### config.mk
export PLATFORM = sky130hd
export DESIGN_NAME = map_port_arbiter_flat
export DESIGN_NICKNAME = d
export VERILOG_FILES = /design/src/rtl/map_port_arbiter_pkg.sv /design/src/rtl/map_port_arbiter_if.sv /design/src/rtl/map_port_arbiter_rr_picker.sv /design/src/rtl/map_port_arbiter.sv /design/src/flat_wrapper.sv
export SDC_FILE = /design/constraint.sdc
export NUM_CORES = 1
export LEC_CHECK = 0
export CAP_MARGIN = 20
export CORE_MARGIN = 1.5
export CORE_UTILIZATION = 40
export DETAILED_ROUTE_END_ITERATION = 16
export GPL_ROUTABILITY_DRIVEN = 0
export PLACE_DENSITY_LB_ADDON = 0.15
export SLEW_MARGIN = 20
export SYNTH_ARGS = -nofsm -noshare
export SYNTH_HDL_FRONTEND = slang
export SYNTH_HIERARCHICAL = 1
export SYNTH_SLANG_ARGS = --single-unit
### constraint.sdc
create_clock -name clk -period 4.75 [get_ports clk]
set_input_delay 0.95 -clock clk [delete_from_list [all_inputs] [get_ports clk]]
set_output_delay 0.95 -clock clk [all_outputs]
set_load 0.01 [all_outputs]
### src/rtl/map_port_arbiter_pkg.sv
`default_nettype none
// ---------------------------------------------------------------------------
// map_port_arbiter_pkg : pixel classes, map extents and read-tag layout
// Revision: 1.0
// ---------------------------------------------------------------------------
package map_port_arbiter_pkg;

    localparam logic [7:0] c_pix_wall = 8'h26;
    localparam logic [7:0] c_pix_hole = 8'h49;
    localparam logic [7:0] c_pix_win  = 8'hF9;

    localparam int c_map_cols = 640;
    localparam int c_map_rows = 480;
    localparam int c_addr_w   = 10;
    localparam int c_tag_id_w = 2;

    typedef struct packed {
        logic                  valid;
        logic [c_tag_id_w-1:0] id;
        logic                  oob;
    } tag_t;

endpackage
`default_nettype wire

### src/rtl/map_port_arbiter_if.sv
`default_nettype none
// ---------------------------------------------------------------------------
// map_port_arbiter_if : requester-side and map-port-A signals of the arbiter
// Revision: 1.0
// ---------------------------------------------------------------------------
interface map_port_arbiter_if #(
    parameter int NUM_REQ = 3
);
    logic                    enable;
    logic [NUM_REQ-1:0]      req;
    logic [10*NUM_REQ-1:0]   req_col;
    logic [10*NUM_REQ-1:0]   req_row;
    logic [NUM_REQ-1:0]      gnt;
    logic [NUM_REQ-1:0]      rvalid;
    logic [7:0]              rdata;
    logic [9:0]              map_col_addr;
    logic [9:0]              map_row_addr;
    logic [7:0]              map_data;
    logic                    busy;

    modport slave (
        input  enable, req, req_col, req_row, map_data,
        output gnt, rvalid, rdata, map_col_addr, map_row_addr, busy
    );

    modport master (
        output enable, req, req_col, req_row, map_data,
        input  gnt, rvalid, rdata, map_col_addr, map_row_addr, busy
    );
endinterface
`default_nettype wire

### src/rtl/map_port_arbiter_rr_picker.sv
`default_nettype none
// ---------------------------------------------------------------------------
// map_port_arbiter_rr_picker : first eligible index at/after pointer, with wrap
// Revision: 1.0
// ---------------------------------------------------------------------------
module map_port_arbiter_rr_picker
    import map_port_arbiter_pkg::*;
#(
    parameter int NUM_REQ = 3
) (
    input  logic [NUM_REQ-1:0]    i_eligible,
    input  logic [c_tag_id_w-1:0] i_pointer,
    output logic [NUM_REQ-1:0]    o_winner,
    output logic [c_tag_id_w-1:0] o_winner_idx,
    output logic                  o_any
);
    int w_cand;

    always_comb begin
        o_winner     = '0;
        o_winner_idx = '0;
        o_any        = 1'b0;
        w_cand       = 0;
        for (int k = 0; k < NUM_REQ; k++) begin
            w_cand = (int'(i_pointer) + k) % NUM_REQ;
            if (!o_any && i_eligible[w_cand]) begin
                o_any            = 1'b1;
                o_winner_idx     = c_tag_id_w'(w_cand);
                o_winner[w_cand] = 1'b1;
            end
        end
    end
endmodule
`default_nettype wire

### src/rtl/map_port_arbiter.sv
`default_nettype none
// ---------------------------------------------------------------------------
// map_port_arbiter : round-robin sharing of map read port A, with tagged
//                    return routing and out-of-range substitution.
// Revision: 1.0
// ---------------------------------------------------------------------------
module map_port_arbiter
    import map_port_arbiter_pkg::*;
#(
    parameter int         NUM_REQ      = 3,
    parameter int         READ_LATENCY = 2,
    parameter int         MAP_COLS     = c_map_cols,
    parameter int         MAP_ROWS     = c_map_rows,
    parameter logic [7:0] OOB_VALUE    = c_pix_wall
) (
    input  logic              clk,
    input  logic              rst_n,
    map_port_arbiter_if.slave bus
);
    localparam logic [c_tag_id_w-1:0] c_last_idx = c_tag_id_w'(NUM_REQ - 1);

    logic [NUM_REQ-1:0]    r_gnt;
    logic [NUM_REQ-1:0]    w_eligible;
    logic [NUM_REQ-1:0]    w_winner;
    logic [NUM_REQ-1:0]    w_rvalid;
    logic [c_tag_id_w-1:0] r_ptr;
    logic [c_tag_id_w-1:0] w_idx;
    logic                  w_any;
    logic [c_addr_w-1:0]   r_col_addr;
    logic [c_addr_w-1:0]   r_row_addr;
    logic [c_addr_w-1:0]   w_col;
    logic [c_addr_w-1:0]   w_row;
    logic                  w_oob;
    logic                  w_busy;
    tag_t                  w_tag_out;

    // Index 0 is loaded together with gnt (the cycle the map sees the address);
    // index READ_LATENCY lines up with map_data.
    tag_t r_tag [0:READ_LATENCY];

    // Masking the current grant gives the requester one cycle to drop req.
    assign w_eligible = bus.req & ~r_gnt;

    map_port_arbiter_rr_picker #(
        .NUM_REQ (NUM_REQ)
    ) u_picker (
        .i_eligible   (w_eligible),
        .i_pointer    (r_ptr),
        .o_winner     (w_winner),
        .o_winner_idx (w_idx),
        .o_any        (w_any)
    );

    assign w_col = bus.req_col[c_addr_w*int'(w_idx) +: c_addr_w];
    assign w_row = bus.req_row[c_addr_w*int'(w_idx) +: c_addr_w];
    assign w_oob = (int'(w_col) >= MAP_COLS) || (int'(w_row) >= MAP_ROWS);

    always_ff @(posedge clk or negedge rst_n) begin
        if (!rst_n) begin
            r_gnt      <= '0;
            r_ptr      <= '0;
            r_col_addr <= '0;
            r_row_addr <= '0;
            for (int s = 0; s <= READ_LATENCY; s++) begin
                r_tag[s] <= '0;
            end
        end else begin
            if (bus.enable && w_any) begin
                r_gnt      <= w_winner;
                r_col_addr <= w_col;
                r_row_addr <= w_row;
                r_ptr      <= (w_idx == c_last_idx) ? '0 : w_idx + 1'b1;
                r_tag[0]   <= '{valid: 1'b1, id: w_idx, oob: w_oob};
            end else begin
                r_gnt    <= '0;
                r_tag[0] <= '0;
            end
            for (int s = 1; s <= READ_LATENCY; s++) begin
                r_tag[s] <= r_tag[s-1];
            end
        end
    end

    assign w_tag_out = r_tag[READ_LATENCY];

    always_comb begin
        w_rvalid = '0;
        for (int i = 0; i < NUM_REQ; i++) begin
            w_rvalid[i] = w_tag_out.valid && (w_tag_out.id == c_tag_id_w'(i));
        end
    end

    always_comb begin
        w_busy = |r_gnt;
        for (int s = 0; s <= READ_LATENCY; s++) begin
            w_busy = w_busy | r_tag[s].valid;
        end
    end

    assign bus.gnt          = r_gnt;
    assign bus.rvalid       = w_rvalid;
    assign bus.rdata        = !w_tag_out.valid ? 8'h00 :
                              (w_tag_out.oob ? OOB_VALUE : bus.map_data);
    assign bus.map_col_addr = r_col_addr;
    assign bus.map_row_addr = r_row_addr;
    assign bus.busy         = w_busy;
endmodule
`default_nettype wire

### src/flat_wrapper.sv
// flat-port wrapper written by rule: the top's interface ports become plain ports
module map_port_arbiter_flat import map_port_arbiter_pkg::*;
#(
    parameter int         NUM_REQ      = 3,
    parameter int         READ_LATENCY = 2,
    parameter int         MAP_COLS     = c_map_cols,
    parameter int         MAP_ROWS     = c_map_rows,
    parameter logic [7:0] OOB_VALUE    = c_pix_wall
)
  (clk, rst_n, bus_enable, bus_req, bus_req_col, bus_req_row, bus_map_data, bus_gnt, bus_rvalid, bus_rdata, bus_map_col_addr, bus_map_row_addr, bus_busy);
  map_port_arbiter_if #(.NUM_REQ(NUM_REQ)) bus_i ();
  input  logic clk;
  input  logic rst_n;
  input wire logic [$bits(bus_i.enable)-1:0] bus_enable;
  input wire logic [$bits(bus_i.req)-1:0] bus_req;
  input wire logic [$bits(bus_i.req_col)-1:0] bus_req_col;
  input wire logic [$bits(bus_i.req_row)-1:0] bus_req_row;
  input wire logic [$bits(bus_i.map_data)-1:0] bus_map_data;
  output wire logic [$bits(bus_i.gnt)-1:0] bus_gnt;
  output wire logic [$bits(bus_i.rvalid)-1:0] bus_rvalid;
  output wire logic [$bits(bus_i.rdata)-1:0] bus_rdata;
  output wire logic [$bits(bus_i.map_col_addr)-1:0] bus_map_col_addr;
  output wire logic [$bits(bus_i.map_row_addr)-1:0] bus_map_row_addr;
  output wire logic [$bits(bus_i.busy)-1:0] bus_busy;
  assign bus_i.enable = bus_enable;
  assign bus_i.req = bus_req;
  assign bus_i.req_col = bus_req_col;
  assign bus_i.req_row = bus_req_row;
  assign bus_i.map_data = bus_map_data;
  assign bus_gnt = bus_i.gnt;
  assign bus_rvalid = bus_i.rvalid;
  assign bus_rdata = bus_i.rdata;
  assign bus_map_col_addr = bus_i.map_col_addr;
  assign bus_map_row_addr = bus_i.map_row_addr;
  assign bus_busy = bus_i.busy;
  map_port_arbiter #(.NUM_REQ(NUM_REQ), .READ_LATENCY(READ_LATENCY), .MAP_COLS(MAP_COLS), .MAP_ROWS(MAP_ROWS), .OOB_VALUE(OOB_VALUE)) u_core (.clk(clk), .rst_n(rst_n), .bus(bus_i));
endmodule
==> out/qor.txt <==
Root Driver: clkbuf_8
Fin nets: 418
Worst path max stage delay: 0.50 ns
Inst Count DP: 403
Gr usage total: 0.189
Initial DRC count: 164
Vias post-DR: 2053
Setup Skew: 0.00455 ns
Layout cells sized above 1: 0.0559
H-tree levels: 2
Syn_nets: 313
Min-Delay Endpoint: u_core/r_tag[5]$_DFF_PN0_
Setup TNS: 0 ns
Area delta synth->final: 54.8%
Final Setup Violations: 0
Post-CTS Resized: 0
WHS Path Cells: 0
Clk buf depth: 2
WP data required: 4.92 ns
Post-synthesis instance total: 235
Synth Register Bits: 37
TritonRoute pass-1 iters: 4
Latest clock arrival within the worst-skew pair: 0.28 ns
F_max: 271 MHz
Status: finished, final reports clean
Via density: 5.01
Unrepaired setup endpoints after global routing: false
Slew Limit Fails: 0
Syn Area/Cell: 9.22 µm²
Max Cap Viol: 0
Overall die width: 76.6 µm
Worst r2r path cells: 8
CTS tree: yes
Die Y: 76.6 µm
FF-to-FF setup slack: 1.79 ns
Post-synth cell types: 43
Final Hold Slack: 0.346 ns
Worst-Margin Slew: 0.784 ns
Slowest CP cell: nor2b_1
Initial antenna violation count: 0
Leak pwr: 1.42 nW
Hold Vio Cnt, Final: 0
# rows: 26
Type of the worst setup path: primary input to flop
Arrival time worst endpoint: 3.86 ns
Reg2reg end: u_core/bus.map_col_addr[9]$_DFFE_PN0P_
Core area: 5170 µm²
Hold_sp: u_core/r_tag[9]$_DFF_PN0_
Synth warn: 6
DP Wirelength: 4140 µm
I/O pin count: 109
Vias in the first global route: 1984
WL/cell: 12.9 µm
Cell area after layout: 3350 µm²
Initial core utilization: 0.419
Power per standard cell area: 596 nW/µm²
First-pass GRT wire length: 8880 µm
Origin of the critical flop-to-flop path: u_core/bus.gnt[1]$_DFF_PN0_
Most frequent cells in the layout: clkdlybuf4s50_1 (107), nand2_1 (40), dfrtp_1 (37)
Placed cell area: 3270 µm²
Synthesized cell area: 2170 µm²
Clock transition at path regs: 0.07 ns
Total CTS buffers: 5
Worst-path cell chain: clkdlybuf4s50_1, nor2b_1, nand2b_1, o32a_1, a21oi_4, buf_4, mux2i_1, o22ai_1, mux2_2
Non-filler cells, final: 410
DRC: 0
Hold crit path type: flop to flop
Port Buffers: 108
CTS Hold Bufs: 0
Crit path max fanout: 13
Max IR drop VDD: 0.279 mV
Largest net degree at the start of global routing: 39
CP Capture Type: flop
Commonest non-fill, non-tap cell in the layout: clkdlybuf4s50_1
Sink Count: 37
CP Launch Type: primary input
Antenna diode count: 0
Postcts setup bufs: 0
Final Critical Period: 3.69 ns
Seq/Total Area, Yosys: 0.427
Detail Route Antenna Nets: 0
Slew headroom: 0.477
Die area: 5870 µm²
Period utilization: 0.777
GR Overflow Total: 0
Final WL: 5280 µm
==> routing by layer <==
metal  track usage  part of all wire
met5             0                 0
met4        0.0759             0.017
met3        0.0635              0.10
met2         0.320              0.48
met1         0.219              0.40
==> area by class of cell <==
cell class | count | area [µm²]
Inverter | 6 | 22.5
Sequential cell | 37 | 926
Multi-Input combinational cell | 177 | 1120
Timing Repair Buffer | 113 | 1110
Tap cell | 70 | 87.6
Fill cell | 438 | 1820
Clock buffer | 7 | 86.3
==> logic make-up after synthesis <==
logic type      after synthesis  synth area share
compound gates               59             0.170
buf+inv                      21            0.0630
fa+ha+maj                     4            0.0231
simple gates                 90             0.193
mux                          24             0.123
flops                        37             0.427
==> how the worst max path moves through the flow <==
stage	to	slack (ns)	cells past startpoint	startpoint
after floorplan	u_core/bus.map_col_addr[9]$_DFFE_PN0P_	1.85	9	bus_req[1]
after global placement	u_core/bus.map_col_addr[9]$_DFFE_PN0P_	0.88	9	bus_req[1]
after detailed placement	u_core/r_tag[8]$_DFF_PN0_	0.80	10	bus_req[1]
after CTS	u_core/r_tag[8]$_DFF_PN0_	1.09	10	bus_req[1]
after global routing	u_core/r_tag[8]$_DFF_PN0_	0.77	10	bus_req[1]
final	u_core/bus.map_col_addr[9]$_DFFE_PN0P_	1.06	9	bus_req[1]
==> Yosys cell counts, drive strengths merged <==
cell type,instances,area share
nand2,40,0.069
dfrtp,37,0.43
mux2i,23,0.12
a21oi,20,0.046
nor2,20,0.035
o21ai,15,0.035
buf,10,0.039
o2bb2ai,7,0.028
and3,6,0.017
nor2b,6,0.017
and2,5,0.014
clkbuf,5,0.013
inv,5,0.0087
ha,4,0.023
nand2b,4,0.012
o21a,3,0.010
a31oi,2,0.0058
nand3,2,0.0046
o22ai,2,0.0058
o31ai,2,0.0069
a211o,1,0.0046
a211oi,1,0.0035
a22o,1,0.0046
a311oi,1,0.0040
a31o,1,0.0040
and2b,1,0.0035
and3b,1,0.0040
clkinv,1,0.0017
mux2,1,0.0052
nand4,1,0.0029
nor3,1,0.0023
nor3b,1,0.0035
nor4,1,0.0029
nor4bb,1,0.0046
o211ai,1,0.0035
o21bai,1,0.0035
o32a,1,0.0046
==> sequential cells by signal, summed over array words and instances (netlist names) <==
register,cells
u_core/r_tag,12
u_core/bus.map_col_addr,10
u_core/r_ptr,2
u_core/bus.map_row_addr,10
u_core/bus.gnt,3
==> worst max-delay path: cells and delay by family <==
family	cells	cell delay, ns
and+or+nand+nor	2	0.74
buffers and inverters	2	0.78
AOI/OAI and AO/OA	3	0.91
muxes	2	0.48
==> stage by stage <==
step | setup WS (ns) | power (mW) | util
floorplan | 1.85 | 1.37 | -
global route | 0.774 | 2.18 | 0.648
detailed placement | 0.802 | 1.80 | 0.632
CTS | 1.09 | 2.02 | 0.648
global placement | 0.884 | 1.78 | 0.632
finish | 1.06 | 2.00 | 0.648
==> where the power goes <==
part	switching, mW	total, mW	internal (mW)
logic	0.632	1.25	0.617
registers	0.0803	0.536	0.456
clock network	0.101	0.216	0.115
total	0.812	2.00	1.19
No activity file was read; power rests on OpenSTA's default activity.
